File: src/rtl/alt_vipvfr131_common_frame_sequencer.sv
// Frame sequencer for the VIP flow-control input stage: latches frame dimensions,
// requests beats and tags each accepted beat with its x/y position and frame markers.
module alt_vipvfr131_common_frame_sequencer #(
  parameter int BITS_PER_SYMBOL  = 8,
  parameter int SYMBOLS_PER_BEAT = 3
) (
  input  logic                                        clk,
  input  logic                                        rst,
  input  logic [BITS_PER_SYMBOL*SYMBOLS_PER_BEAT-1:0] data_in,
  input  logic                                        stall_in,
  input  logic                                        end_of_video_in,
  input  logic [15:0]                                 width_in,
  input  logic [15:0]                                 height_in,
  input  logic [3:0]                                  interlaced_in,
  input  logic                                        vip_ctrl_valid_in,
  input  logic                                        core_ready,
  output logic                                        read,
  output logic                                        pix_valid,
  output logic [BITS_PER_SYMBOL*SYMBOLS_PER_BEAT-1:0] pix_data,
  output logic [15:0]                                 pix_x,
  output logic [15:0]                                 pix_y,
  output logic                                        pix_sof,
  output logic                                        pix_eol,
  output logic                                        pix_eof,
  output logic                                        frame_done,
  output logic                                        short_frame,
  output logic                                        long_frame,
  output logic                                        cfg_err
);

  localparam int DW = BITS_PER_SYMBOL * SYMBOLS_PER_BEAT;

  typedef enum logic [1:0] {
    WAIT_CFG = 2'd0,
    ACTIVE   = 2'd1,
    FLUSH    = 2'd2
  } state_t;

  state_t          state_q;
  logic [15:0]     pend_w_q, pend_h_q, act_w_q, act_h_q;
  logic [15:0]     x_q, y_q;
  logic            pend_valid_q, act_valid_q, started_q;
  logic            pix_valid_q;
  logic [DW-1:0]   pix_data_q;
  logic [15:0]     pix_x_q, pix_y_q;
  logic            pix_sof_q, pix_eol_q, pix_eof_q;
  logic            frame_done_q, short_frame_q, long_frame_q, cfg_err_q;

  logic [15:0]     h_eff_d, eff_w_s, eff_h_s;
  logic            at_boundary_s, pend_ok_s, apply_s, drop_s, keep_s;
  logic            xfer_s, at_eol_s, at_last_s;
  logic            unused_s;

  assign unused_s = ^interlaced_in[1:0];

  // Effective line count of the incoming set: a field carries half the lines, F0 takes the odd one.
  always_comb begin
    h_eff_d = height_in;
    if (interlaced_in[3]) begin
      if (interlaced_in[2]) begin
        h_eff_d = height_in >> 1;
      end else begin
        h_eff_d = 16'((17'(height_in) + 17'd1) >> 1);
      end
    end else begin
      h_eff_d = height_in;
    end
  end

  // Beat request: follow the core while a frame is active, drain unconditionally when flushing.
  always_comb begin
    read = 1'b0;
    case (state_q)
      ACTIVE:  read = core_ready;
      FLUSH:   read = 1'b1;
      default: read = 1'b0;
    endcase
  end

  // Frame-boundary configuration apply/drop and end-of-frame detection against the effective set.
  always_comb begin
    at_boundary_s = 1'b0;
    if (state_q == WAIT_CFG) begin
      at_boundary_s = 1'b1;
    end else if (state_q == ACTIVE) begin
      at_boundary_s = (x_q == 16'd0) && (y_q == 16'd0) && !started_q;
    end else begin
      at_boundary_s = 1'b0;
    end
    pend_ok_s = pend_valid_q && (pend_w_q != 16'd0) && (pend_h_q != 16'd0);
    apply_s   = at_boundary_s && pend_ok_s;
    drop_s    = at_boundary_s && pend_valid_q && !pend_ok_s;
    // A set applied this cycle already governs a beat accepted in the same cycle.
    if (apply_s) begin
      eff_w_s = pend_w_q;
      eff_h_s = pend_h_q;
      keep_s  = 1'b1;
    end else begin
      eff_w_s = act_w_q;
      eff_h_s = act_h_q;
      keep_s  = act_valid_q && !drop_s;
    end
    xfer_s    = read && !stall_in;
    at_eol_s  = (x_q == eff_w_s - 16'd1);
    at_last_s = at_eol_s && (y_q == eff_h_s - 16'd1);
  end

  // Sequencer state, configuration sets, position counters and registered pixel/status outputs.
  always_ff @(posedge clk) begin
    if (rst) begin
      state_q       <= WAIT_CFG;
      pend_w_q      <= 16'd0;
      pend_h_q      <= 16'd0;
      pend_valid_q  <= 1'b0;
      act_w_q       <= 16'd0;
      act_h_q       <= 16'd0;
      act_valid_q   <= 1'b0;
      x_q           <= 16'd0;
      y_q           <= 16'd0;
      started_q     <= 1'b0;
      pix_valid_q   <= 1'b0;
      pix_data_q    <= '0;
      pix_x_q       <= 16'd0;
      pix_y_q       <= 16'd0;
      pix_sof_q     <= 1'b0;
      pix_eol_q     <= 1'b0;
      pix_eof_q     <= 1'b0;
      frame_done_q  <= 1'b0;
      short_frame_q <= 1'b0;
      long_frame_q  <= 1'b0;
      cfg_err_q     <= 1'b0;
    end else begin
      pix_valid_q   <= 1'b0;
      pix_sof_q     <= 1'b0;
      pix_eol_q     <= 1'b0;
      pix_eof_q     <= 1'b0;
      frame_done_q  <= 1'b0;
      short_frame_q <= 1'b0;
      long_frame_q  <= 1'b0;
      cfg_err_q     <= drop_s;

      // A capture in the apply cycle lands in pending after the old pending set was consumed.
      if (vip_ctrl_valid_in) begin
        pend_w_q     <= width_in;
        pend_h_q     <= h_eff_d;
        pend_valid_q <= 1'b1;
      end else if (apply_s || drop_s) begin
        pend_valid_q <= 1'b0;
      end else begin
        pend_valid_q <= pend_valid_q;
      end

      if (apply_s) begin
        act_w_q     <= pend_w_q;
        act_h_q     <= pend_h_q;
        act_valid_q <= 1'b1;
      end else if (drop_s) begin
        act_valid_q <= 1'b0;
      end else begin
        act_valid_q <= act_valid_q;
      end

      case (state_q)
        WAIT_CFG: begin
          if (apply_s) begin
            state_q <= ACTIVE;
          end else begin
            state_q <= WAIT_CFG;
          end
        end
        ACTIVE: begin
          if (xfer_s) begin
            pix_valid_q <= 1'b1;
            pix_data_q  <= data_in;
            pix_x_q     <= x_q;
            pix_y_q     <= y_q;
            pix_sof_q   <= (x_q == 16'd0) && (y_q == 16'd0);
            pix_eol_q   <= at_eol_s;
            if (end_of_video_in) begin
              x_q       <= 16'd0;
              y_q       <= 16'd0;
              started_q <= 1'b0;
              if (at_last_s) begin
                pix_eof_q    <= 1'b1;
                frame_done_q <= 1'b1;
              end else begin
                short_frame_q <= 1'b1;
              end
              state_q <= keep_s ? ACTIVE : WAIT_CFG;
            end else if (at_last_s) begin
              pix_eof_q    <= 1'b1;
              long_frame_q <= 1'b1;
              x_q          <= 16'd0;
              y_q          <= 16'd0;
              started_q    <= 1'b1;
              state_q      <= FLUSH;
            end else begin
              started_q <= 1'b1;
              if (at_eol_s) begin
                x_q <= 16'd0;
                y_q <= y_q + 16'd1;
              end else begin
                x_q <= x_q + 16'd1;
              end
            end
          end else begin
            state_q <= ACTIVE;
          end
        end
        FLUSH: begin
          if (xfer_s && end_of_video_in) begin
            x_q       <= 16'd0;
            y_q       <= 16'd0;
            started_q <= 1'b0;
            state_q   <= act_valid_q ? ACTIVE : WAIT_CFG;
          end else begin
            state_q <= FLUSH;
          end
        end
        default: begin
          state_q <= WAIT_CFG;
        end
      endcase
    end
  end

  assign pix_valid   = pix_valid_q;
  assign pix_data    = pix_data_q;
  assign pix_x       = pix_x_q;
  assign pix_y       = pix_y_q;
  assign pix_sof     = pix_sof_q;
  assign pix_eol     = pix_eol_q;
  assign pix_eof     = pix_eof_q;
  assign frame_done  = frame_done_q;
  assign short_frame = short_frame_q;
  assign long_frame  = long_frame_q;
  assign cfg_err     = cfg_err_q;

endmodule

File: config.mk
export PLATFORM = sky130hd
export DESIGN_NAME = alt_vipvfr131_common_frame_sequencer
export DESIGN_NICKNAME = d
export VERILOG_FILES = /design/src/rtl/alt_vipvfr131_common_frame_sequencer.sv
export SDC_FILE = /design/constraint.sdc
export NUM_CORES = 1
export LEC_CHECK = 0
export ABC_AREA = 1
export BUFFER_PORTS_ARGS = -buffer_cell sky130_fd_sc_hd__buf_2
export CORE_ASPECT_RATIO = 0.9
export CORE_MARGIN = 2
export CORE_UTILIZATION = 40
export DETAILED_ROUTE_END_ITERATION = 12
export MAX_ROUTING_LAYER = met4
export SYNTH_ARGS = -nofsm -noshare
export SYNTH_HDL_FRONTEND = slang
export SYNTH_SLANG_ARGS = --single-unit
export TNS_END_PERCENT = 1
File: constraint.sdc
create_clock -name clk -period 8.8 [get_ports clk]
set_clock_uncertainty 0.05 [all_clocks]
set_input_delay 0.44 -clock clk [delete_from_list [all_inputs] [get_ports clk]]
set_output_delay 0.44 -clock clk [all_outputs]
set_load 0.005 [all_outputs]
After elaboration in Yosys (flattened, before gate mapping)
Cells that the tools add are included.
- bits in latches: 0
- memories: 0
- ROM bits: 0
- register bits after elaboration: 165
- output and inout port bits: 65
- input bits: 66
- logic and storage cells: 106
- bits in writable memories: 0
- add/sub/neg operators: 5
- multipliers: 0
- order comparisons: 0
- shifts and indexed selects: 0
- divide/modulo/power cells: 0
- multiplexer cells: 38
- reduce and logical (&&, ||, !) cells: 31
- eq/ne operators: 8
- bitwise logic cells: 3
- operator list (cell ; count):
    two-way mux 16 bit ; 13
    case mux 16 bit (2 select lines) ; 2
    adder 16 x 1 -> 16 bit, second input constant ; 2
    equality test 16 bit ; 2
    logical NOT 16 bit ; 2
    nonzero test 16 bit ; 2
    subtractor 16 x 1 -> 16 bit, second input constant ; 2
    adder 16 x 1 -> 17 bit, second input constant ; 1
    two-way mux 1 bit ; 16
    logical AND 1 bit ; 11
    two-way mux 2 bit ; 4
    inequality test 4 bit, second input constant ; 2
    OR reduction 4 bit ; 2
    case mux 2 bit (3 select lines) ; 1
    nonzero test 2 bit ; 3
    logical NOT 1 bit ; 4
    inequality test 2 bit, second input constant ; 2
    case mux 1 bit (2 select lines) ; 2
    AND reduction 4 bit ; 1
    NOT 1 bit ; 3
    AND reduction 3 bit ; 1
    OR reduction 3 bit ; 1
    equality test 2 x 1 -> 1 bit, second input constant ; 1
    equality test 2 bit, second input constant ; 1
    other kinds (4) ; 4

Depth between registers and ports, before layout
Gate-level depths: netlist of run 1.
- depth in word-level cells: 14
- depth in mapped cells: 30
- gate-level depth less buffers: 29

Least setup slack after synthesis of run 1
Ideal clock, no wire load.
- path type: reg2reg
- start: reg y_q[0]
- end: reg y_q[10]
- data arrival time: 2.999 ns
- slack: 5.641 ns
- period minus slack after synthesis: 3.159 ns
- stages on the path, launching flop included: 29
- buffers on the path: 2
- setup time: 0.110 ns
- required time: 8.640 ns
- cell sequence: dfxtp_1 -> inv_1 -> ha_1 -> nand2_1 -> nor2_1 -> nand2_1 -> nor2_2 -> nand3_2 -> nand2_4 -> buf_6 -> nand3_1 -> nand2_2 -> ha_1 -> nand3_1 -> nor2_1 -> nand3_1 -> nand2_1 -> nand2_1 -> nor2_1 -> nand2_1 -> nor2_2 -> nand2_4 -> nand3_2 -> nand2_4 -> inv_4 -> buf_6 -> nand2_1 -> clkinv_1 -> nor2_1
- cells in the longest elaborated chain, start to end: 14
- elaborated cells on any way between the ends: 21
- those cells by class: add/sub: 3; eq/ne: 3; mux: 9; reduce/logical: 6
- RTL lines (element ; RTL line ; source):
    start: declaration ; 41 ; logic [15:0] x_q, y_q;
    start signal: assignment ; 201 ; y_q <= y_q + 16'd1;
    logical NOT 16 bit ; 86 ; at_boundary_s = (x_q == 16'd0) && (y_q == 16'd0) && !started_q;
    logical AND 1 bit (2 in a row) ; 86 ;
    two-way mux 1 bit ; 85 ; end else if (state_q == ACTIVE) begin
    two-way mux 1 bit ; 83 ; if (state_q == WAIT_CFG) begin
    logical AND 1 bit ; 91 ; apply_s = at_boundary_s && pend_ok_s;
    two-way mux 16 bit ; n/a ;
    subtractor 16 x 1 -> 16 bit, on equally long branches ; 104, 105 ;
    equality test 16 bit, on equally long branches ; 104, 105 ;
    logical AND 1 bit ; 105 ; at_last_s = at_eol_s && (y_q == eff_h_s - 16'd1);
    two-way mux 16 bit ; 190 ; end else if (at_last_s) begin
    two-way mux 16 bit ; 179 ; if (end_of_video_in) begin
    two-way mux 16 bit ; 172 ; if (xfer_s) begin
    case mux 16 bit (2 select lines) ; 163 ; case (state_q)
Parallel ways exist; a longest one is shown, timed or not. The select of a mux whose other input is x is not followed.
A chain may end at the register's enable or synchronous reset.

Final worst setup path of run 1
- start: reg y_q[0]
- end: reg y_q[3]
The elaborated chain is that of the path after synthesis.

==> results of run 1 <==
## power by group through the flow
stage	registers (mW)	logic [mW]	clock network, mW
after floorplan	0.809	0.345	0
after global placement	0.814	0.428	0
after detailed placement	0.815	0.435	0
after CTS	0.798	0.439	0.753
after global routing	0.802	0.506	0.786
final	0.798	0.438	0.736
## cell usage after synthesis, drive strengths merged
library cell / instances
nor4: 3
dfxtp: 165
nor2: 237
nand3b: 4
and3: 1
clkbuf: 37
o21bai: 3
xnor2: 2
o21a: 9
a21boi: 1
a221oi: 4
xor2: 33
nand4: 20
nand3: 126
nor3: 19
buf: 17
nand2: 357
inv: 168
o211ai: 2
a31oi: 2
clkinv: 13
ha: 11
a21oi: 88
a31o: 1
o21ai: 105
## registers in the layout (all words and copies together) (netlist names), 2 cells and up
name	count
act_h_q	16
act_w_q	16
pend_h_q	16
pend_w_q	16
pix_data	24
pix_x	16
pix_y	16
state_q	2
x_q	16
y_q	16
## through the flow
stage                     instance area (um2)  setup slack, ns  power [mW]  cells
after global placement                   9980             4.25        1.24   1803
after detailed placement                 9980             4.18        1.25   1803
after CTS                               10600             4.14        1.99   1835
final                                   10600             4.09        1.97   1835
after floorplan                          9230             5.64        1.15   1428
after global routing                    10600             3.66        2.09   1835
## cell usage in the layout, fill, tap and decap left out, types with 3 or more instances in the layout
master       n
o21bai_1     3
nand2_2     21
clkbuf_16   17
nand2_1    332
dfxtp_1    165
nand4_1     20
o21a_1       9
inv_1      145
nor3_1      19
xor2_1      33
inv_2       22
clkinv_1    12
a221oi_1     4
nand2_4      4
o21ai_0     99
buf_4        4
nor2_2      15
nor2_4       7
inv_6        4
ha_1        11
buf_2      128
nand3_1    120
o21ai_1      6
nand3_2      4
nor2_1     214
nand3b_1     3
a21oi_1     87
inv_8        3
nor4_1       3
## cells by family after synthesis
logic type                 Yosys count  share of synthesized area (%)
and+or+nand+nor                    767                           36.5
AOI/OAI and AO/OA                  215                           12.3
xor gates and xnor gates            35                           3.32
DFF                                165                           35.8
buffers and inverters              235                           10.6
adders and majority gates           11                           1.49
## worst reg2reg max path: stages, from the launching register on
cell and delay (ns):
dfxtp_1 0.33, inv_1 0.17, ha_1 0.27, nand2_1 0.10, nor2_1 0.15, nand2_1 0.10, nor2_2 0.10, nand3_2 0.14
nand2_4 0.32, nand2_4 0.40, nand2_1 0.22, nand2_1 0.15, ha_1 0.35, xnor2_1 0.13, a21oi_1 0.18, nand2_1 0.07
nor2_1 0.09, nand2_1 0.08, nor2_1 0.10, nand2_1 0.06, nor2_1 0.08, nand2_1 0.10, nor2_1 0.23, nand2_2 0.32
nand3_1 0.17, nand2_1 0.06, inv_1 0.08, nor2_1 0.05
## routing by layer
layer | up-vias | routed length, um | track usage [%]
met3 | 21 | 977 | 3.99
met4 | 0 | 312 | 4.56
li1 | 4722 | - | -
met5 | - | 0 | -
met2 | 163 | 11800 | 35.8
met1 | 4074 | 11800 | 27.8
## final timing paths
path,from,depth (start not counted),to
worst max-delay path,y_q[0],27,y_q[3]
worst min-delay path,data_in[11],3,pix_data[11]
worst max register to register,y_q[0],27,y_q[3]
worst min register to register,started_q,2,started_q
## final cells by class
| cell class | instances | area [um2] | share of cell area (%) |
|---|---|---|---|
| repair buffers | 132 | 671 | 6.35 |
| multi-input cells | 1028 | 4960 | 46.9 |
| clock inverters | 14 | 139 | 1.31 |
| clock buffers | 18 | 439 | 4.16 |
| inverters | 181 | 683 | 6.47 |
| flip-flops and latches | 165 | 3300 | 31.3 |
| well taps | 297 | 372 | 3.52 |
==> results.toml, run 1 <==
[global_routing]
via_count_of_the_first_global_routing_pass = 8507
grt_first_pass_wirelength_um = 41500
grt_util_all_layers_pct = 21.7
grt_antenna_before_repair = 0
overflow = 0
grt_max_degree = 91

[worst_setup_path]
worst_path_most_repeated_cell = "nand2_1"
cpPeakStageDelay_ns = 0.38
timing.critical_path.max_delay_family = "simple AND/OR/NAND/NOR gates"
worst_reg_to_reg_setup_slack_ns = 4.09
cp.buffers_inverters = 2
critical_path_peak_fanout = 45
critical_path.endpoint_type = "register"
cp.arrival_ns = 4.99
cp-start-kind = "register"
timing.critical_path.required_ns = 9.08
critical_path.slowest_cell = "nand2_4"
setup.worst_path.class = "reg2reg"

[timing]
totalNegativeSetupSlack_ns = 0
setup_repair_after_global_routing_missed_its_margin = "no"
final.min_clock_period_ns = 4.71
final_max_slew_viol_count = 0
final.period_utilization_pct = 53.6
fmax_mhz = 212
finalHoldViolations = 0
setup-violations-final = 0
relSlewSlack_pct = 20.6
worst_hold_slack_after_final_layout_ns = 0.172
tightest_slew_ns = 1.19

[status]
outcome = "completed"

[power_and_ir_drop]
leakage_nw = 5.24
ir_worst_vdd_uv = 122
total_switching_power_uw = 668
power.switching_fraction_pct = 33.9
power_density_nw_per_um2 = 187
power.internal_mw = 1.30
power_frac_comb_pct = 22.2
clock_power_share_pct = 37.3
seq_power_share_pct = 40.5

[drt]
detail_route.wl_per_cell_um = 13.5
detail_route.wirelength_um = 24800
antenna_left = 0
drt_iter0_markers = 565
remaining_drc_errors = 0
avgViaCountPerCell = 4.89
routed-via-count = 8980
detailedRoute.firstPassIterationCount = 5

[die]
die_area_um2 = 24300
fp.dieH_um = 148
initial_utilization_pct = 40.9
placeableCoreArea_um2 = 22600
floorplan.die.width_um = 164
num_io_pins = 131
rows = 52

[clocking]
total_cts_buffers = 17
clk_path_buf_depth = 2
cts_hold_buf = 0
clk_pin_slew_ns = 0.07
tritoncts = "built"
cts_htree_levels = 4
clkLatencyLatePin_ns = 0.43
clockRootBuffer = "clkbuf_16"
post_cts_buffers = 0
clock_sink_count = 165
cts_resized = 0

[synthesis]
syn-num-nets = 1505
netlist_top_cells_area = "dfxtp_1 36%, nand2_1 13%, nor2_1 8.7%"
synth.yosys.warnings = 0
netlist-cell-type-count = 42
ffs_latches_synth = 165
yosys.area.top_type_share_pct = 35.8
synthesis.instances = 1428
post_synth_instance_area_um2 = 9230
synth.avg_cell_area_um2 = 6.46
post-synth-top-area-cell = "dfxtp_1"
synth-seq-area-share_pct = 35.8

[flow_run]
drv_cap = 0

[placed_design]
detailedPlacementHpwl_um = 17900
buffer_ports.inserted = 128
routabilityCongestion = 0.883

[hold_path]
worstHoldPathType = "in2reg"

[layout]
post_layout_utilization_of_the_core_pct = 46.8
post_route_cells_drive_above_1_share_pct = 15.9
layout_overhead_on_the_synthesized_area_pct = 14.4
finish.net_count = 1602
total_inserted_antenna_cells = 0
fillerInstances = 2389
No activity file was read; power rests on OpenSTA's default activity.
==> run 2: changes to the inputs <==
--- a/config.mk
+++ b/config.mk
@@ -5,7 +5,7 @@
 export SDC_FILE = /design/constraint.sdc
 export NUM_CORES = 1
 export LEC_CHECK = 0
-export ABC_AREA = 1
+export ABC_AREA = 0
 export BUFFER_PORTS_ARGS = -buffer_cell sky130_fd_sc_hd__buf_2
 export CORE_ASPECT_RATIO = 0.9
 export CORE_MARGIN = 2
==> constraint.sdc (replaced) <==
create_clock -name clk -period 4.5 [get_ports clk]
set_clock_uncertainty 0.05 [all_clocks]
set_input_delay 0.225 -clock clk [delete_from_list [all_inputs] [get_ports clk]]
set_output_delay 0.225 -clock clk [all_outputs]
set_load 0.005 [all_outputs]
==> run 2 against run 1 <==
  * The flow now finishes with violations (setup timing)
  * Design area grew 16%
  * Clock power is 97% higher
  * Sequential power rose by 90%
  * Largest power group unchanged
==> results.toml, run 2 <==
[clocking]
clkLatencyLatePin_ns = 0.44
clockRootBuffer = "clkbuf_16"
clock_sink_count = 165
clk_path_buf_depth = 2
total_cts_buffers = 17
cts_htree_levels = 4
tritoncts = "built"
clk_pin_slew_ns = 0.07

[timing]
final.period_utilization_pct = 107
setup-violations-final = 35
postLayoutSetupSlackWorst_ns = -0.336
final.min_clock_period_ns = 4.84
final_max_slew_viol_count = 0
finalHoldViolations = 0
worst_hold_slack_after_final_layout_ns = 0.0249
setup_repair_after_global_routing_missed_its_margin = "yes"
relSlewSlack_pct = 35.4
fmax_mhz = 207
tightest_slew_ns = 0.969

[die]
rows = 52
initial_utilization_pct = 41.0
die_area_um2 = 24400
num_io_pins = 131
fp.dieH_um = 148
placeableCoreArea_um2 = 22600
floorplan.die.width_um = 165

[global_routing]
grt_util_all_layers_pct = 24.5
grt_max_degree = 88
overflow = 0
grt_first_pass_wirelength_um = 46700
grt_antenna_before_repair = 0
via_count_of_the_first_global_routing_pass = 8912

[layout]
layout_overhead_on_the_synthesized_area_pct = 31.6
area_occupied_by_multi_input_gates_um2 = 5670
fillerInstances = 2140
post_route_cells_drive_above_1_share_pct = 24.7
layout.cells.most_common = "nand2_1"
total_inserted_antenna_cells = 0
max_reg_flops = 24
finish.net_count = 1508
commonest_non_fill_non_tap_cells_in_the_layout = "188 x nand2_1, 163 x dfxtp_1, 143 x buf_4"
seqCellArea_um2 = 3310

[hold_path]
worstHoldPathType = "in2reg"

[worst_setup_path]
worst_r2r_endpoint = "state_q[0]"
cp.arrival_ns = 5.08
worst_reg_to_reg_setup_slack_ns = -0.34
critical_path.endpoint_type = "register"
cp_launch_point = "pend_w_q[12]"
crit-reg2reg-launch = "pend_w_q[12]"
destination_of_the_critical_timing_path = "state_q[0]"
critical_path_peak_fanout = 6
cp-start-kind = "register"
setup.worst_path.class = "reg2reg"
timing.reg2reg.worst_path_depth = 20
timing.critical_path.required_ns = 4.75

[status]
violations_in_the_final_reports = "setup timing"
outcome = "finished with violations"

[flow_run]
drv_cap = 0

[placed_design]
buffer_ports.inserted = 128
detailedPlacementHpwl_um = 20100
routabilityCongestion = 0.924

[synthesis]
synth_commonest_cells = "191 x nand2_1, 165 x dfxtp_1, 130 x a21oi_1"
synthesis.instances = 1190
synth-seq-area-share_pct = 35.6
number_of_synthesized_flops_with_an_enable_pin = 0
post_synth_instance_area_um2 = 9280
netlist-cell-type-count = 80
yosys.area.top_type_share_pct = 35.6
synth.yosys.warnings = 0
netlist_top_cells_area = "dfxtp_1 36%, nand2_1 7.7%, a21oi_1 7.0%"
ffs_latches_synth = 165
syn-num-nets = 1267
post-synth-top-area-cell = "dfxtp_1"
yosysMostFrequentCell = "nand2_1"
async_reset_ff_share_pct = 0
synth_flop_cell = "dfxtp_1"
synth.avg_cell_area_um2 = 7.80

[power_and_ir_drop]
leakage_nw = 5.19
ir_worst_vdd_uv = 264
totalPowerFinal_mw = 3.76
power_density_nw_per_um2 = 308

[drt]
detailedRoute.firstPassIterationCount = 5
detail_route.wl_per_cell_um = 16.4
routed-via-count = 9513
antenna_left = 0
avgViaCountPerCell = 5.46
drt_iter0_markers = 744
remaining_drc_errors = 0
detail_route.wirelength_um = 28600
-- run 2: cell types whose count changed in the layout (fill, tap and decap cells not counted), moves of 47 or more --
cell	change
buf_4	+139
inv_1	-121
mux2i_1	+47
nand2_1	-144
nand3_1	-104
nor2_1	-118
o21ai_0	-81
-- run 2: worst max-delay path, cell delays in order, from the launching register on --
cell,delay (ns)
dfxtp_2,0.32
or4_4,0.53
or3_4,0.34
or3_4,0.37
nand3_4,0.13
buf_6,0.15
mux2i_4,0.24
ha_2,0.22
buf_4,0.14
and3_4,0.19
o21ai_0,0.09
nor4_1,0.30
a41oi_1,0.08
mux2i_1,0.16
o211ai_1,0.10
or4_4,0.47
buf_6,0.15
o211ai_1,0.25
buf_4,0.16
mux2i_1,0.16
nor2_1,0.05
-- run 2: cells by family after synthesis --
logic type,after synthesis,share of synthesized area [%]
multiplexers,57,6.47
adder cells (fa/ha/maj),11,1.48
AO/OA/AOI/OAI,280,19.8
buffers and inverters,118,5.38
flip-flops,165,35.6
XOR/XNOR,48,4.53
AND/OR/NAND/NOR,511,26.7
-- run 2: final cells by class --
type,instances,share of cell area [%]
flip-flops and latches,165,27.1
multi-input cells,907,46.4
clock buffers,17,3.48
well taps,297,3.04
clock inverters,15,1.30
repair buffers,316,18.0
inverters,24,0.737
-- run 2: how the worst min path moves through the flow --
stage                                from  cells after the start           to  slack, ns
after detailed placement      pix_data[0]                      2  pix_data[0]       0.39
after global placement        pix_data[7]                      2  pix_data[7]       0.39
final                     end_of_video_in                      2   long_frame       0.02
after global routing      end_of_video_in                      2   long_frame       0.05
after CTS                 end_of_video_in                      2   long_frame      0.009
after floorplan                data_in[0]                      2  pix_data[0]       0.31
-- run 2: through the flow --
step	cell area (um2)	std cells	setup WS, ns	utilization (%)	TNS [ns]
6_report	12200	1741	-0.336	54.0	-7.62
5_1_grt	12200	1741	-0.594	54.0	-16.51
4_1_cts	12100	1737	-0.379	53.4	-8.85
3_5_place_dp	11000	1656	-0.723	48.5	-17.27
3_3_place_gp	11000	1656	-0.549	48.5	-11.67
2_1_floorplan	9320	1190	-0.371	-	-10.09
-- run 2: metal layers --
| layer | share of wire (%) | track usage, % |
|---|---|---|
| met2 | 45 | 37.2 |
| met1 | 47 | 34.1 |
| met4 | 1.3 | 6.13 |
| met5 | 0 | - |
| met3 | 5.9 | 3.99 |
-- run 2: power breakdown --
| part | internal (mW) | total (mW) | leakage (nW) | switching, mW |
|---|---|---|---|---|
| clock network | 0.746 | 1.45 | 0.283 | 0.706 |
| logic | 0.371 | 0.793 | 3.57 | 0.422 |
| registers | 1.49 | 1.52 | 1.34 | 0.0249 |
| total | 2.61 | 3.76 | 5.19 | 1.15 |
-- run 2: repair_timing --
| item | 4_1_cts | 5_1_grt |
|---|---|---|
| hold buffers | 40 | 0 |
| hold endpoints to repair | 40 | 0 |
| endpoints found under the setup margin | 38 | 39 |
| buffers inserted | 9 | 4 |
| pin swaps | 20 | 9 |
| gates resized for setup | 14 | 18 |
==> run 3: changes to the inputs <==
==> constraint.sdc (replaced) <==
create_clock -name clk -period 4.5 [get_ports clk]
set_clock_uncertainty 0.05 [all_clocks]
set_input_delay 0.9 -clock clk [delete_from_list [all_inputs] [get_ports clk]]
set_output_delay 0.9 -clock clk [all_outputs]
set_load 0.005 [all_outputs]
==> run 3 against run 2 <==
  * The flow still finishes with violations (setup timing)
  * Sequential power barely moved
  * Worst setup slack got worse by 0.11 ns
  * Power fell by 0.34%
  * Non-clock buffer count fell by 34
  * Wire length fell by 2.4%
  * Sequential share of layout area rose by 0.62 points
  * Global-route usage fell by 1.2 points
  * Combinational power fell by 2%
  * Core utilization fell by 1.2 points
  * First-iteration DRC count rose by 17%
  * Cell count fell by 2.0%
==> results.toml, run 3 (synthesis gave the netlist of run 2 again) <==
[layout]
commonest_non_fill_non_tap_cells_in_the_layout = "188 x nand2_1, 163 x dfxtp_1, 148 x buf_4"
total_inserted_antenna_cells = 0
fillerInstances = 2156
finish.net_count = 1474
post_layout_utilization_of_the_core_pct = 52.7
layout.cells.most_common = "nand2_1"
post_route_cells_drive_above_1_share_pct = 26.4
layout_overhead_on_the_synthesized_area_pct = 28.7
max_reg_flops = 24
count_of_placed_standard_cells_in_the_final_layout_fillers_left_out = 1707
finish.instance_area_um2 = 11900

[timing]
postLayoutSetupSlackWorst_ns = -0.442
worst_hold_slack_after_final_layout_ns = 0.401
setup-violations-final = 34
totalNegativeSetupSlack_ns = -8.64
relSlewSlack_pct = 43.3
setup_repair_after_global_routing_missed_its_margin = "yes"
final_max_slew_viol_count = 0
fmax_mhz = 202
final.min_clock_period_ns = 4.94
final.period_utilization_pct = 110
finalHoldViolations = 0
tightest_slew_ns = 0.851

[worst_setup_path]
crit-reg2reg-launch = "pend_w_q[12]"
worst_path_most_repeated_cell = "buf_4"
worstSetupPathDepth = 21
worst_r2r_endpoint = "state_q[1]"
cpPeakStageDelay_ns = 0.55
critical_path.endpoint_type = "register"
cp-start-kind = "register"
timing.critical_path.required_ns = 4.83
setup.worst_path.class = "reg2reg"
critical_path.slowest_cell = "or4_4"
destination_of_the_critical_timing_path = "state_q[1]"
cp.buffers_inverters = 6
timing.reg2reg.worst_path_depth = 21
worst_reg_to_reg_setup_slack_ns = -0.44
cp_launch_point = "pend_w_q[12]"
critical_path_peak_fanout = 6
timing.critical_path.max_delay_family = "simple AND/OR/NAND/NOR gates"
sequence_of_cells_on_the_critical_path = "or4_4 > or3_4 > or3_4 > nand3_4 > buf_4 > mux2i_2 > ha_2 > buf_4 > and3_4 > buf_4 > nand3_1 > a211oi_1 > nor4_4 > buf_4 > nand4_1 > or4_4 > buf_4 > o211ai_1 > buf_4 > mux2_4 > nor2_4"
cp.arrival_ns = 5.27

[placed_design]
post_dp_cell_area_um2 = 11000
detailedPlacementHpwl_um = 19900
routabilityCongestion = 0.866
placedCellCount = 1655
dp_slack_ns = -0.695
buffer_ports.inserted = 128

[global_routing]
grt_first_pass_wirelength_um = 44400
grt_util_all_layers_pct = 23.3
overflow = 0
grt_max_degree = 75
via_count_of_the_first_global_routing_pass = 8482
grt_antenna_before_repair = 0

[power_and_ir_drop]
leakage_nw = 5.09
power_density_nw_per_um2 = 314
totalPowerFinal_mw = 3.75
ir_worst_vdd_uv = 178

[die]
floorplan.die.width_um = 165
fp.dieH_um = 148
rows = 52
placeableCoreArea_um2 = 22600
initial_utilization_pct = 41.0
num_io_pins = 131
die_area_um2 = 24400

[clocking]
clk_path_buf_depth = 2
tritoncts = "built"
clkLatencyLatePin_ns = 0.44
total_cts_buffers = 17
clock_sink_count = 165
clk_pin_slew_ns = 0.07
cts_htree_levels = 4
clockRootBuffer = "clkbuf_16"

[flow_run]
drv_cap = 0

[drt]
routed-via-count = 9420
detail_route.wl_per_cell_um = 16.4
avgViaCountPerCell = 5.52
antenna_left = 0
detailedRoute.firstPassIterationCount = 7
remaining_drc_errors = 0
detail_route.wirelength_um = 27900
drt_iter0_markers = 874

[status]
outcome = "finished with violations"
violations_in_the_final_reports = "setup timing"

[hold_path]
worstHoldPathType = "reg2reg"
[run 3: worst min path at each step]
stage / start / endpoint / slack [ns] / cells after the start
2_1_floorplan: act_w_q[15] / act_w_q[15] / 0.40 / 2
3_3_place_gp: pix_data[16] / pix_data[16] / 0.39 / 2
3_5_place_dp: pix_data[10] / pix_data[10] / 0.39 / 2
4_1_cts: pix_data[10] / pix_data[10] / 0.40 / 2
5_1_grt: pix_y[13] / pix_y[13] / 0.42 / 2
6_report: pix_x[12] / pix_x[12] / 0.40 / 2
[run 3: power by group]
part,switching [mW],internal [mW],total (mW)
sequential,0.0245,1.49,1.52
clock,0.709,0.744,1.45
combinational,0.420,0.361,0.781
total,1.15,2.60,3.75
[run 3: timing repair]
item / CTS / global route
hold buffers: 0 / 0
gates resized for setup: 18 / 29
pin swaps: 24 / 17
buffers inserted: 10 / 11
setup endpoints to repair: 38 / 39
[run 3: final cells by class]
type                       instances  area (um2)  area share, %
tap                              297         372           3.11
timing repair buffer             282        1850           15.5
clock inverter                    15         163           1.36
inverter                          24        90.1          0.754
multi-input combinational        907        5730           48.0
clock buffer                      17         425           3.56
sequential                       165        3310           27.7
[run 3: per-layer routing]
layer  track usage (%)  vias to the layer above  part of all wire (%)
li1                  -                     4678                     -
met1              32.4                     4459                    48
met2              35.3                      255                    45
met3              3.88                       28                   5.4
met4              5.78                        0                   1.4
met5                 -                        -                     0
[run 3: tightest hold or removal path, stage by stage, from the launching register on]
cell,delay [ns]
dfxtp_1,0.31
nand2_1,0.05
a21oi_1,0.05
